<file path="config.mk">
export PLATFORM = sky130hd
export DESIGN_NAME = reg_file
export DESIGN_NICKNAME = d
export VERILOG_FILES = /design/src/rtl/reg_file_pkg.sv /design/src/rtl/reg_file.sv
export SDC_FILE = /design/constraint.sdc
export NUM_CORES = 2
export LEC_CHECK = 0
export CAP_MARGIN = 20
export CORE_MARGIN = 1.5
export CORE_UTILIZATION = 50
export CTS_CLUSTER_DIAMETER = 120
export DETAILED_ROUTE_END_ITERATION = 8
export PLACE_DENSITY = 0.7
export SLEW_MARGIN = 25
export SYNTH_ARGS = -nofsm -noshare
export SYNTH_HDL_FRONTEND = slang
export SYNTH_SLANG_ARGS = --single-unit
</file>
<file path="constraint.sdc">
create_clock -name clk -period 7.6 [get_ports clk]
set_input_delay 1.14 -clock clk [delete_from_list [all_inputs] [get_ports clk]]
set_output_delay 1.14 -clock clk [all_outputs]
set_load 0.02 [all_outputs]
</file>
<file path="src/rtl/reg_file_pkg.sv">
// Register file shared constants.
// Widths, register count and MIPS-style register index names.
package reg_file_pkg;

  localparam int DATA_WIDTH = 32;
  localparam int ADDR_WIDTH = 5;
  localparam int NUM_REGS   = 32;
  localparam int ZERO_REG   = 0;

  // Assembler names for the general registers.
  localparam int AT = 1;
  localparam int V0 = 2;
  localparam int V1 = 3;
  localparam int A0 = 4;
  localparam int A1 = 5;
  localparam int A2 = 6;
  localparam int A3 = 7;
  localparam int T0 = 8;
  localparam int T1 = 9;
  localparam int T2 = 10;
  localparam int T3 = 11;
  localparam int T4 = 12;
  localparam int T5 = 13;
  localparam int T6 = 14;
  localparam int T7 = 15;
  localparam int S0 = 16;
  localparam int S1 = 17;
  localparam int S2 = 18;
  localparam int S3 = 19;
  localparam int S4 = 20;
  localparam int S5 = 21;
  localparam int S6 = 22;
  localparam int S7 = 23;
  localparam int T8 = 24;
  localparam int T9 = 25;
  localparam int K0 = 26;
  localparam int K1 = 27;
  localparam int GP = 28;
  localparam int SP = 29;
  localparam int FP = 30;
  localparam int RA = 31;

endpackage

</file>
<file path="src/rtl/reg_file.sv">
// General register array with HI/LO pair.
// Two operand read ports plus one debug read port, all combinational.
module reg_file #(
  parameter int DATA_WIDTH = reg_file_pkg::DATA_WIDTH,
  parameter int ADDR_WIDTH = reg_file_pkg::ADDR_WIDTH
) (
  input  logic                  clk,
  input  logic                  reset,
  input  logic                  reg_write,
  input  logic [ADDR_WIDTH-1:0] write_reg,
  input  logic [DATA_WIDTH-1:0] write_data,
  input  logic [ADDR_WIDTH-1:0] read_reg1,
  input  logic [ADDR_WIDTH-1:0] read_reg2,
  output logic [DATA_WIDTH-1:0] read_data1,
  output logic [DATA_WIDTH-1:0] read_data2,
  input  logic                  hilo_write,
  input  logic [DATA_WIDTH-1:0] hi_in,
  input  logic [DATA_WIDTH-1:0] lo_in,
  output logic [DATA_WIDTH-1:0] hi_out,
  output logic [DATA_WIDTH-1:0] lo_out,
  input  logic [ADDR_WIDTH-1:0] dbg_addr,
  output logic [DATA_WIDTH-1:0] dbg_data
);

  import reg_file_pkg::*;

  localparam int NREGS = 2 ** ADDR_WIDTH;

  localparam logic [ADDR_WIDTH-1:0] ZERO_IDX =
    ADDR_WIDTH'(ZERO_REG);

  logic [DATA_WIDTH-1:0] regs [NREGS];
  logic [DATA_WIDTH-1:0] hi_q;
  logic [DATA_WIDTH-1:0] lo_q;
  logic                  wr_en;

  // Index 0 is hardwired, so its writes are dropped here.
  assign wr_en = reg_write && (write_reg != ZERO_IDX);

  // Array update: reset clears everything, else one write per edge.
  always_ff @(posedge clk) begin
    if (reset) begin
      for (int i = 0; i < NREGS; i++) begin
        regs[i] <= '0;
      end
    end else if (wr_en) begin
      regs[write_reg] <= write_data;
    end
  end

  // HI/LO pair update, independent of the array write.
  always_ff @(posedge clk) begin
    if (reset) begin
      hi_q <= '0;
      lo_q <= '0;
    end else if (hilo_write) begin
      hi_q <= hi_in;
      lo_q <= lo_in;
    end
  end

  // Reads come straight from storage; no write-through bypass.
  assign read_data1 = (read_reg1 == ZERO_IDX)
                    ? '0 : regs[read_reg1];
  assign read_data2 = (read_reg2 == ZERO_IDX)
                    ? '0 : regs[read_reg2];
  assign dbg_data   = (dbg_addr == ZERO_IDX)
                    ? '0 : regs[dbg_addr];

  assign hi_out = hi_q;
  assign lo_out = lo_q;

endmodule

</file>
==> tab_implementation.tex <==
\begin{tabular}{lr}
\hline
Metric & Value \\
\hline
\multicolumn{2}{l}{\textbf{Timing}} \\
RSZ-0062 raised after global routing & false \\
Maximum achievable frequency & 0.145 GHz \\
Slack of the critical path & 0.724 ns \\
Total negative setup slack & 0 ns \\
Min Tclk post-route & 6.88 ns \\
Setup clock skew after layout & 0 ns \\
Fin. max-slew vios & 0 \\
Number of failing hold endpoints at the final stage & 0 \\
Worst Max-Slew Pin Slew & 1.29 ns \\
Post-route clock period utilization & 90.5\% \\
Max-Slew Margin vs Limit & 13.8\% \\
Final setup vio count & 0 \\
\multicolumn{2}{l}{\textbf{Setup path}} \\
Required time at the endpoint of the critical path & 6.46 ns \\
First element of the critical path & dbg\_addr[3] \\
Largest stage delay, worst path & 1.14 ns \\
Critical path endpoint & dbg\_data[1] \\
Start of the worst register-to-register path & lo\_out[27]\$\_SDFFE\_PP0P\_ \\
Highest net fanout along the worst path & 19 \\
Worst r2r path cells & 2 \\
CP cell instances & clkdlybuf4s50\_1 > nand3b\_1 > buf\_4 > o22ai\_1 > a2111oi\_1 > nor3\_1 > clkdlybuf4s50\_1 \\
Minimum setup slack among reg-to-reg paths & 6.94 ns \\
Sort of element at the start of the critical path & input port \\
Arrival time of the worst setup path & 5.74 ns \\
Cell with the most instances on the worst path & clkdlybuf4s50\_1 \\
Capture instance of the worst register-to-register path & lo\_out[27]\$\_SDFFE\_PP0P\_ \\
Endpoint kind of the worst setup timing path & output port \\
Crit Path Category & input port to output port \\
CP max stage cell & a2111oi\_1 \\
\multicolumn{2}{l}{\textbf{Synthesis}} \\
Most frequently used flop master after synthesis & edfxtp\_1 \\
Share of synthesized area occupied by flip-flops and latches & 49.5\% \\
Leading post-synthesis cells by cell area & edfxtp\_1 48\%, mux4\_2 23\%, and2\_1 9.8\%, mux2i\_1 5.4\%, dfxtp\_1 2.0\% \\
Total of warnings raised by yosys & 0 \\
Cells after synthesis & 4,435 \\
Synthesized flop and latch total & 1,088 \\
Number of enable-type register cells in the synthesized netlist & 1,024 \\
Mapped Area & 64,700 sq um \\
Dominant cell by count in the synthesized netlist & edfxtp\_1 \\
Average size of a mapped cell & 14.6 sq um \\
Area share of the largest cell type after synthesis & 47.5\% \\
Fraction of synthesis flops using an asynchronous set or reset pin & 0\% \\
Top cells by count, synth & 1,024 x edfxtp\_1, 1,011 x and2\_1, 671 x mux4\_2, 351 x mux2i\_1, 337 x clkbuf\_1 \\
Cell accounting for the most synthesized area & edfxtp\_1 \\
Count of cell types in the netlist & 42 \\
\multicolumn{2}{l}{\textbf{Placement}} \\
Count of input and output buffers & 279 \\
Post-Place Setup Slack & 1.10 ns \\
Routability Congestion & 0.945 \\
HPWL after detailed placement & 141 mm \\
\multicolumn{2}{l}{\textbf{Run status}} \\
Status & finished, final reports clean \\
\multicolumn{2}{l}{\textbf{Floorplan}} \\
Starting density of the core & 50.6\% \\
Die outline area & 132,000 sq um \\
Cell Rows & 131 \\
Ports & 280 \\
Vertical die dimension & 363 um \\
Width of the die & 363 um \\
CORE AREA & 128,000 sq um \\
\multicolumn{2}{l}{\textbf{Power and ir drop}} \\
Clock group share of total power & 37.9\% \\
Sw Ratio & 27.0\% \\
Internal portion of total power & 11.5 mW \\
Leakage & 25.2 nW \\
Logic gate share of total power & 16.7\% \\
Net Sw Power & 4.25 mW \\
Largest voltage drop on the vdd net & 0.000188 V \\
Fraction of power consumed by sequential logic & 45.4\% \\
Power density over cell area & 215 nW/um\^{}2 \\
\multicolumn{2}{l}{\textbf{Clock network}} \\
TritonCTS clock tree & yes \\
Resized cells post-CTS & 0 \\
Number of clock sinks seen by CTS & 1,088 \\
Total of hold buffers inserted after clock tree synthesis & 0 \\
Post CTS Setup Buffer Count & 0 \\
Clk Tree Root Cell & clkbuf\_16 \\
TritonCTS Buffers & 117 \\
Maximum count of clock buffers along a single path & 3 \\
Clock-pin slew of the registers on the worst-case setup and hold paths & 0.06 ns \\
H-tree levels & 3 \\
Worst-Skew Late Latency & 0.73 ns \\
\multicolumn{2}{l}{\textbf{Routing}} \\
Detailed Route Iter0 Violations & 7,702 \\
Final routed wire length divided by cell count & 36.6 um \\
DRC violation count after routing & 0 \\
TritonRoute pass-1 iters & 6 \\
Antenna-violating nets left & 0 \\
Drt total wl & 232 mm \\
Via count & 45,534 \\
Avg Vias per Cell & 7.17 \\
\multicolumn{2}{l}{\textbf{Global routing}} \\
Vias in the first global route & 43,754 \\
Initial antenna violation count & 18 \\
Global-route wire length before repair & 326 mm \\
Largest net degree at the start of global routing & 91 \\
Global-route usage over all layers & 35.0\% \\
Global-route congestion overflow total & 0 \\
\multicolumn{2}{l}{\textbf{Cells and area}} \\
NumNets Final & 4,631 \\
Layout Area Growth over Synthesis & 12.9\% \\
Combined flip-flop and latch cell area & 32,000 sq um \\
Number of fillers in the final layout & 9,797 \\
Proportion of layout cells with a drive suffix above 1 & 26.1\% \\
Area occupied by multi-input gates & 30,900 sq um \\
\multicolumn{2}{l}{\textbf{Hold path}} \\
Worst min-delay path category & flop to flop \\
Min-delay src & hi\_out[31]\$\_SDFFE\_PP0P\_ \\
\multicolumn{2}{l}{\textbf{Run}} \\
Number of violations of the max-capacitance limit & 0 \\
\hline
\end{tabular}
==> cells in the final DEF (no fill, tap or decap), types with 10 or more instances in the layout <==
master,Yosys,routed
edfxtp_1,1024,1024
and2_1,1011,1008
mux4_2,671,671
mux2i_1,351,351
clkdlybuf4s50_1,0,234
buf_4,32,136
clkbuf_16,0,120
o22ai_1,97,97
a22oi_1,80,80
nor3_1,71,71
nor2_1,102,69
mux2_2,68,68
dfxtp_1,64,64
a211oi_1,59,59
a22o_1,55,55
nor2b_1,48,44
a21oi_1,41,41
nor2_4,0,33
or2_2,34,33
buf_2,92,33
conb_1,1,32
o221ai_1,27,27
clkinv_1,2,24
clkinv_2,0,24
clkbuf_1,337,22
a2111oi_0,28,20
nor4_1,21,20
nand2_1,18,17
bufinv_16,0,17
buf_12,0,16
diode_2,0,14
nand2b_1,10,10
o32ai_1,14,10
==> worst min-delay path by stage <==
stage          slack (ns)  cells past startpoint                      end
4_1_cts              0.50                      2   hi_out[2]$_SDFFE_PP0P_
6_report             0.49                      2  hi_out[31]$_SDFFE_PP0P_
3_3_place_gp         0.47                      2   hi_out[7]$_SDFFE_PP0P_
2_1_floorplan        0.58                      2   hi_out[0]$_SDFFE_PP0P_
5_1_grt              0.52                      2   hi_out[2]$_SDFFE_PP0P_
3_5_place_dp         0.48                      2  lo_out[23]$_SDFFE_PP0P_
==> per-stage QoR <==
| step | instances | hold WS [ns] | power, mW | utilization (%) | instance area (sq um) |
|---|---|---|---|---|---|
| finish | 6355 | 0.489 | 15.7 | 57.1 | 73100 |
| global route | 6346 | 0.515 | 16.1 | 57.1 | 73100 |
| CTS | 6340 | 0.496 | 15.7 | 57.1 | 73100 |
| detailed placement | 6120 | 0.484 | 9.82 | 54.1 | 69200 |
| global placement | 6118 | 0.471 | 9.78 | 54.0 | 69200 |
| floorplan | 4466 | 0.584 | 8.74 | - | 64900 |
==> layer usage <==
layer	GRT usage (%)	vias up	part of all wire [%]
li1	-	17620	-
met5	0	-	0.030
met3	10.5	756	15
met1	47.1	23109	35
met2	52.4	4035	45
met4	16.0	14	5.0
==> critical path: cells and delay by family <==
family / cells / cell delay [ns]
buf+inv: 3 / 2.15
simple gates: 2 / 1.18
compound gates: 2 / 1.25
==> power by group through the flow <==
stage | Combinational (mW) | Sequential (mW) | Clock, mW
6_report | 2.63 | 7.15 | 5.96
5_1_grt | 2.70 | 7.18 | 6.19
4_1_cts | 2.57 | 7.13 | 5.97
3_5_place_dp | 2.56 | 7.26 | 0
3_3_place_gp | 2.54 | 7.24 | 0
2_1_floorplan | 1.56 | 7.18 | 0
==> flip-flops by register name, summed over array words and instances (netlist names) <==
register and cells:
hi_out 32, regs 1024, lo_out 32
==> cells by family (layout without fill, tap and decap cells) <==
family | Yosys count | in the layout | synth area share (%)
other | 1 | 46 | 0.00579
AOI/OAI and AO/OA | 414 | 414 | 4.71
buffers and inverters | 506 | 652 | 3.48
muxes | 1090 | 1090 | 30.0
DFF | 1088 | 1088 | 49.5
and+or+nand+nor | 1336 | 1336 | 12.4
==> area by class of cell <==
type / count / area share (%)
diodes: 14 / 0.0479
clock buffers: 142 / 4.22
clock inverters: 78 / 1.14
inverters: 2 / 0.0103
multi-input cells: 2872 / 42.3
flip-flops and latches: 1088 / 43.8
well taps: 1729 / 2.96
repair buffers: 430 / 5.49
Note: power is estimated with default switching activity, not from simulation.
